## src/rtl/i2c_pkg.sv

```systemverilog
// Shared definitions for the I2C master write engine.
package i2c_pkg;

    localparam int   ADDR_W    = 7;
    localparam logic WRITE_BIT = 1'b0;
    localparam int   BIT_CNT   = 8;

    typedef enum logic [2:0] {
        IDLE,
        START,
        ADDR,
        ADDR_ACK,
        DATA,
        DATA_ACK,
        STOP
    } state_t;

endpackage

```

## src/rtl/i2c_half_tick.sv

```systemverilog
// SCL half-period timer: counts 0..HALF-1 and flags the last clock of each half.
module i2c_half_tick #(
    parameter int HALF = 250
) (
    input  logic i_Clock,
    input  logic i_reset,
    input  logic i_restart,
    output logic o_tick
);

    localparam int CW = (HALF > 1) ? $clog2(HALF) : 1;

    logic [CW-1:0] cnt;

    // Held at zero while restart is asserted so the first phase after it is a full half.
    assign o_tick = (cnt == CW'(HALF - 1)) && !i_restart;

    // Free-running half counter, wrapping at every phase boundary.
    always_ff @(posedge i_Clock) begin
        if (i_reset || i_restart || o_tick) begin
            cnt <= '0;
        end else begin
            cnt <= cnt + 1'b1;
        end
    end

endmodule

```

## src/rtl/i2c_master_tx.sv

```systemverilog
// I2C master write engine: START, address+W, data bytes from a byte source, STOP.
//
// state    | meaning
// IDLE     | bus released, waiting for i_start
// START    | SCL released, SDA pulled low (one half)
// ADDR     | shifting {addr, W}, two halves per bit
// ADDR_ACK | SDA released, i_sda sampled at end of high half
// DATA     | shifting the popped data byte
// DATA_ACK | SDA released, i_sda sampled at end of high half
// STOP     | three halves: SCL low/SDA low, SCL high/SDA low, SDA released
module i2c_master_tx
    import i2c_pkg::*;
#(
    parameter int CLKS_PER_HALF_SCL = 250
) (
    input  logic              i_Clock,
    input  logic              i_reset,
    input  logic              i_start,
    input  logic [ADDR_W-1:0] i_addr,
    input  logic [7:0]        i_data,
    input  logic              i_data_valid,
    input  logic              i_sda,
    output logic              o_data_rd,
    output logic              o_busy,
    output logic              o_done,
    output logic              o_nack,
    output logic              o_scl_oe,
    output logic              o_sda_oe
);

    state_t     state;
    logic       high_half;
    logic [2:0] bit_idx;
    logic [7:0] shift;
    logic       tick;

    i2c_half_tick #(
        .HALF (CLKS_PER_HALF_SCL)
    ) u_half_tick (
        .i_Clock   (i_Clock),
        .i_reset   (i_reset),
        .i_restart (state == IDLE),
        .o_tick    (tick)
    );

    // Sequencer: all line drives and strobes are registered and change only on phase boundaries.
    always_ff @(posedge i_Clock) begin
        if (i_reset) begin
            state     <= IDLE;
            high_half <= 1'b0;
            bit_idx   <= '0;
            shift     <= '0;
            o_data_rd <= 1'b0;
            o_busy    <= 1'b0;
            o_done    <= 1'b0;
            o_nack    <= 1'b0;
            o_scl_oe  <= 1'b0;
            o_sda_oe  <= 1'b0;
        end else begin
            o_data_rd <= 1'b0;
            o_done    <= 1'b0;
            case (state)
                IDLE: begin
                    o_scl_oe <= 1'b0;
                    o_sda_oe <= 1'b0;
                    if (i_start) begin
                        shift    <= {i_addr, WRITE_BIT};
                        o_nack   <= 1'b0;
                        o_busy   <= 1'b1;
                        o_sda_oe <= 1'b1;
                        state    <= START;
                    end
                end
                START: begin
                    if (tick) begin
                        state     <= ADDR;
                        high_half <= 1'b0;
                        bit_idx   <= '0;
                        o_scl_oe  <= 1'b1;
                        o_sda_oe  <= ~shift[7];
                    end
                end
                ADDR, DATA: begin
                    if (tick) begin
                        if (!high_half) begin
                            high_half <= 1'b1;
                            o_scl_oe  <= 1'b0;
                        end else begin
                            high_half <= 1'b0;
                            o_scl_oe  <= 1'b1;
                            if (bit_idx == 3'(BIT_CNT - 1)) begin
                                o_sda_oe <= 1'b0;
                                state    <= (state == ADDR) ? ADDR_ACK : DATA_ACK;
                            end else begin
                                bit_idx  <= bit_idx + 1'b1;
                                shift    <= {shift[6:0], 1'b0};
                                o_sda_oe <= ~shift[6];
                            end
                        end
                    end
                end
                ADDR_ACK, DATA_ACK: begin
                    if (tick) begin
                        if (!high_half) begin
                            high_half <= 1'b1;
                            o_scl_oe  <= 1'b0;
                        end else begin
                            high_half <= 1'b0;
                            bit_idx   <= '0;
                            o_scl_oe  <= 1'b1;
                            if (i_sda) begin
                                o_nack   <= 1'b1;
                                o_sda_oe <= 1'b1;
                                state    <= STOP;
                            end else if (i_data_valid) begin
                                o_data_rd <= 1'b1;
                                shift     <= i_data;
                                o_sda_oe  <= ~i_data[7];
                                state     <= DATA;
                            end else begin
                                o_sda_oe <= 1'b1;
                                state    <= STOP;
                            end
                        end
                    end
                end
                STOP: begin
                    if (tick) begin
                        if (bit_idx == 3'd0) begin
                            bit_idx  <= 3'd1;
                            o_scl_oe <= 1'b0;
                        end else if (bit_idx == 3'd1) begin
                            bit_idx  <= 3'd2;
                            o_sda_oe <= 1'b0;
                        end else begin
                            bit_idx <= '0;
                            o_busy  <= 1'b0;
                            o_done  <= 1'b1;
                            state   <= IDLE;
                        end
                    end
                end
                default: state <= IDLE;
            endcase
        end
    end

endmodule

```

## config.mk

```make
export PLATFORM = sky130hd
export DESIGN_NAME = i2c_master_tx
export DESIGN_NICKNAME = d
export VERILOG_FILES = /design/src/rtl/i2c_pkg.sv /design/src/rtl/i2c_half_tick.sv /design/src/rtl/i2c_master_tx.sv
export SDC_FILE = /design/constraint.sdc
export NUM_CORES = 1
export LEC_CHECK = 0
export BUFFER_PORTS_ARGS = -buffer_cell sky130_fd_sc_hd__buf_2
export CAP_MARGIN = 20
export CORE_AREA = 2 2 74 76
export DETAILED_ROUTE_END_ITERATION = 8
export DIE_AREA = 0 0 76 78
export PLACE_DENSITY = 0.6
export SYNTH_ARGS = -nofsm -noshare
export SYNTH_HDL_FRONTEND = slang
export SYNTH_HIERARCHICAL = 1
export SYNTH_SLANG_ARGS = --single-unit
```

## constraint.sdc

```tcl
create_clock -name i_Clock -period 4 [get_ports i_Clock]
set_input_delay 0.2 -clock i_Clock [delete_from_list [all_inputs] [get_ports i_Clock]]
set_output_delay 0.2 -clock i_Clock [all_outputs]
set_load 0.01 [all_outputs]
```

# Word level (Yosys, flattened, before mapping)
# Index checks and enable logic that the tools add are counted.
# totals
romBits	0
mem_bits_rw	0
mem_count	0
output_inout_bits	6
latch_bits	0
word_cells	140
ff_bits	29
# op_classes
order_cmp	0
n_div	0
eq_ne	26
multipliers	0
shifts	0
add_sub_neg	2
n_bitwise	7
mux	68
reduce_logical	26
# ops
operator	n
8-bit two-way mux	8
3-bit two-way mux	18
1-bit two-way mux	30
2-bit inequality test (second input constant)	12
8-bit case mux with 3 select lines	1
9-bit AND reduction	2
3-bit case mux with 5 select lines	1
5-bit AND reduction	3
3-bit == test (second input constant)	4
3-bit case mux with 4 select lines	1
2-bit by 1-bit inequality test with 1-bit output (second input constant)	5
10-bit AND reduction	1
8-bit by 1-bit adder with 8-bit output (second input constant)	1
8-bit == test (second input constant)	1
2-bit two-way mux	4
8-bit AND reduction	1
4-bit nonzero test	2
4-bit OR reduction	2
1-bit NOT	7
3-bit by 1-bit == test with 1-bit output (second input constant)	2
3-bit by 2-bit == test with 1-bit output (second input constant)	2
3-bit logical NOT	2
1-bit case mux with 2 select lines	3
2-bit nonzero test	3
11 further kinds	13

# Logic depth before layout (Yosys ltp)
# depth
ltp_word	6
depth_mapped	8

# Hierarchy
# The synthesis kept the hierarchy.
# modules_own_cells
mod	cells_per_inst	seq_area_each_um2	area_per_inst_um2	instances
i2c_master_tx	161	420.4	1358.8	1
i2c_half_tick	46	160.2	402.9	1

# Worst setup path after synthesis
# OpenSTA, ideal clock, no wires.
# synth_path
path_kind	register to register
startpoint	register state[1]
endpoint	register o_sda_oe
t_required_ns	3.879
setup_ns	0.121
path_buffers	2
path_slack_ns	1.826
path_stages_with_launch	8
arrival_time_ns	2.054
path_cell_list	dfxtp_1 buf_4 nor3_2 nor4_1 clkbuf_1 inv_1 o22ai_1 mux2_2
# synth_between
elab_chain_len	5
elab_cells_between_ends	22
# synth_rtl
element	line_no	text
start: declaration	i2c_master_tx.sv:31	state_t state;
start signal: assignment	i2c_master_tx.sv:93	state <= (state == ADDR) ? ADDR_ACK : DATA_ACK;
3-bit logical NOT *	i2c_master_tx.sv:42	.i_restart (state == IDLE),
1-bit logical NOT *	i2c_half_tick.sv:16	assign o_tick = (cnt == CW'(HALF - 1)) && !i_restart;
1-bit logical AND *	i2c_half_tick.sv:16	
named net tick	i2c_master_tx.sv:35	logic tick;
2-bit by 1-bit inequality test with 1-bit output (no line)	n/a	
9-bit AND reduction (no line) *	n/a	
end signal: assignment	i2c_master_tx.sv:80	o_sda_oe <= ~shift[7];
end signal: assignment	i2c_master_tx.sv:97	o_sda_oe <= ~shift[6];
end signal: assignment	i2c_master_tx.sv:118	o_sda_oe <= ~i_data[7];
end: declaration	i2c_master_tx.sv:28	output logic o_sda_oe
# The timed path passes the listed nets; every way through them passes the cells marked *.
# A chain may end at the register's enable or synchronous reset.

# Worst setup path after layout
# layout_path
startpoint	register state[0]
endpoint	register shift[1]
# layout_between
elab_chain_len	5
elab_cells_between_ends	20
# layout_rtl
element	line_no	text
3-bit logical NOT *	i2c_master_tx.sv:42	
1-bit logical NOT *	i2c_half_tick.sv:16	
1-bit logical AND *	i2c_half_tick.sv:16	
named net tick	i2c_master_tx.sv:35	
2-bit by 1-bit inequality test with 1-bit output (no line)	n/a	
9-bit AND reduction (no line) *	n/a	
end signal: assignment	i2c_master_tx.sv:67	shift <= {i_addr, WRITE_BIT};
end signal: assignment	i2c_master_tx.sv:96	shift <= {shift[6:0], 1'b0};
end signal: assignment	i2c_master_tx.sv:117	shift <= i_data;
end: declaration	i2c_master_tx.sv:34	logic [7:0] shift;
# Marked as above.

==> impl_metrics.tcl <==
set metrics [dict create \
    outcome "finished clean" \
    insertion_delay_ps 290 \
    crit_path_end_kind "flop" \
    ctsResizeCount 0 \
    rows 26 \
    cp_max_fo 20 \
    clk_pin_slew_ps 70 \
    via_per_inst 5.51 \
    cts_setup_buffers 0 \
    postCtsHoldBufs 0 \
    leakage_nw 0.754 \
    cap_violations 0 \
    die_h_microns 78 \
    dr.pass1.iters 5 \
    wl_microns 4120 \
    areaGrowthSynthToFinish_pct 17.0 \
    p_per_area_mw_per_mm2 392 \
    io_pins 26 \
    path_class "flop to flop" \
    worstMarginPinSlew_ps 734 \
    finalHoldViolCount 0 \
    synth_area_per_cell_sq_um 8.51 \
    finish.net_count 254 \
    antenna_cells 0 \
    cts.sinks 29 \
    tritoncts "yes" \
    cts-buffers-inserted 5 \
    vias 1646 \
    drive_above_1_share_pct 21.8 \
    fin_crit_sh_pct 56.8 \
    crit_path_start_kind "flop" \
    grt_pass1_vias 1511 \
    root_buffer "clkbuf_8" \
    antenna_left 0 \
    dieArea_sq_mm 0.00593 \
    worst_r2r_startpoint "state[0]" \
    core_sq_mm 0.00504 \
    period_minus_slack_ps 2270 \
    io_buffers 25 \
    dr.first_iter.drc_count 139 \
    finalClockSkew_ps 10.2 \
    ys_ff_latch 29 \
    synth.largest_area_cell "dfxtp_1" \
    fin_cells 299 \
    antenna_found_initial 0 \
    rr_worst_depth 6 \
    syn-num-nets 233 \
    grt_pass1_wl_microns 6910 \
    arrival_ps 2420 \
    hp-start "i_data[0]" \
    relSlewSlack_pct 51.0 \
    synthArstFlopShare_pct 0 \
    fin_tns_setup_ps 0 \
    yosysWarnings 6 \
    yosys-top-cells-count "dfxtp_1 (29), a21oi_1 (20), nand3_1 (16), nand2_1 (15), inv_1 (9)" \
    post-synth-top-area-fraction_pct 33.0 \
    wire_per_inst_microns 13.8 \
    start_util_pct 34.9 \
    hpwl_microns 2800 \
    die_w_microns 76 \
    startpoint "state[0]" \
    rsz0062_at_grt "false" \
    grt-ovfl-total 0 \
    cp.required_ps 4150 \
    grt_max_degree 28 \
    synth_edf_count 0 \
    drc 0 \
    setup_viol 0 \
    crit_family "flip-flops" \
    place_congestion 0.839 \
    grt.total_usage_pct 14.3 \
    synth_cell_types 59 \
    syn-cell-area_sq_mm 0.00176 \
    syn_inst 207 \
    netlist_top_cells_area "dfxtp_1 (33%), a21oi_1 (5.7%), mux2i_1 (4.5%)" \
    whs_path_depth 3 \
    dp.cells 291 \
    ys.flop_type "dfxtp_1" \
    htreeDepth 2 \
    hold_path_class "input pin to flop" \
    clk_path_buf_depth 2 \
    critical_path_depth 6 \
    path_buf_inv 1 \
    peakVddDrop_mv 0.188 \
    ys_seq_area_share_pct 33.0 \
    path_cells "nor3_2 > nor4_2 > buf_4 > o2111ai_1 > nand3_1 > a21oi_1" \
    yosysMostFrequentCell "dfxtp_1" \
    max_freq_ghz 0.440 \
    cpMaxStageDelayCell "dfxtp_1" \
    finalMaxSlewViolations 0 \
    max_stage_delay_ps 760 \
]
[layout make-up]
type | count | area [sq um]
fill | 506 | 2980
clock buffer | 5 | 68.8
sequential | 29 | 581
tap | 70 | 87.6
multi-input combinational | 155 | 1080
inverter | 9 | 33.8
clock inverter | 3 | 65.1
timing repair buffer | 28 | 148
[final timing paths]
check	end	slack, ps
worst max-delay path	shift[1]	1730
worst min-delay path	shift[0]	200
worst max register to register	shift[1]	1730
worst min register to register	shift[2]	470
[per-stage QoR]
step | hold slack, ps | worst slack, ps | power (W) | area, sq um | util [%]
floorplan | 371 | 1830 | 0.000414 | 1760 | -
global placement | 454 | 1750 | 0.000447 | 1930 | 38.2
detailed placement | 457 | 1740 | 0.000447 | 1930 | 38.2
CTS | 190 | 1740 | 0.000817 | 2060 | 40.9
global route | 235 | 1490 | 0.000847 | 2060 | 40.9
finish | 195 | 1730 | 0.000809 | 2060 | 40.9
[cells in the final DEF, fill, tap and decap left out, types with 3 or more instances in the layout]
cell type  instances
inv_1              9
nand3_1           16
mux2i_1            8
buf_4              3
nor2_1             7
nor2b_1            4
a31oi_1            4
buf_2             25
a311o_1            3
clkbuf_8           5
ha_1               6
nand3b_1           3
or2_2              3
dfxtp_1           29
nand2_1           15
a21oi_1           20
o221ai_1           7
nor3b_1            3
o21ai_0            7
[kinds of logic (layout without fill, tap and decap cells)]
group | Yosys count | after routing | synth area share [%]
adder cells (fa/ha/maj) | 7 | 7 | 4.83
AO/OA/AOI/OAI | 65 | 65 | 25.9
XOR/XNOR | 2 | 2 | 1.42
multiplexers | 9 | 9 | 5.18
buffers and inverters | 23 | 45 | 6.18
AND/OR/NAND/NOR | 72 | 72 | 23.5
flip-flops | 29 | 29 | 33.0
[sequential cells by signal (all words and copies together) (netlist names)]
name / count
o_done: 1
o_data_rd: 1
o_busy: 1
o_sda_oe: 1
o_scl_oe: 1
state: 3
high_half: 1
bit_idx: 3
o_nack: 1
shift: 8
u_half_tick/cnt: 8
[routing by layer]
metal  GRT usage [%]  share of wire (%)  vias to the layer above  routed length (microns)
li1                -                  -                      828                        -
met1            17.8                 48                      769                     1970
met2            23.2                 45                       42                     1840
met3            3.84                5.3                        7                      220
met4            6.91                1.9                        0                       80
met5               0                  0                        -                        0
[worst register-to-register path: cells and delay by family, from the launching register on]
kind | cells | cell delay, ps
flip-flops | 1 | 760
AND/OR/NAND/NOR | 3 | 680
AO/OA/AOI/OAI | 2 | 470
buffers and inverters | 1 | 230
[power breakdown]
part / switching, W / total, W / internal, W / leakage (nW)
Sequential: 0.0000188 / 0.000323 / 0.000304 / 0.236
Clock: 0.000120 / 0.000368 / 0.000247 / 0.0681
Combinational: 0.0000643 / 0.000119 / 0.0000542 / 0.449
Total: 0.000203 / 0.000809 / 0.000606 / 0.754
Note: power is estimated with default switching activity, not from simulation.
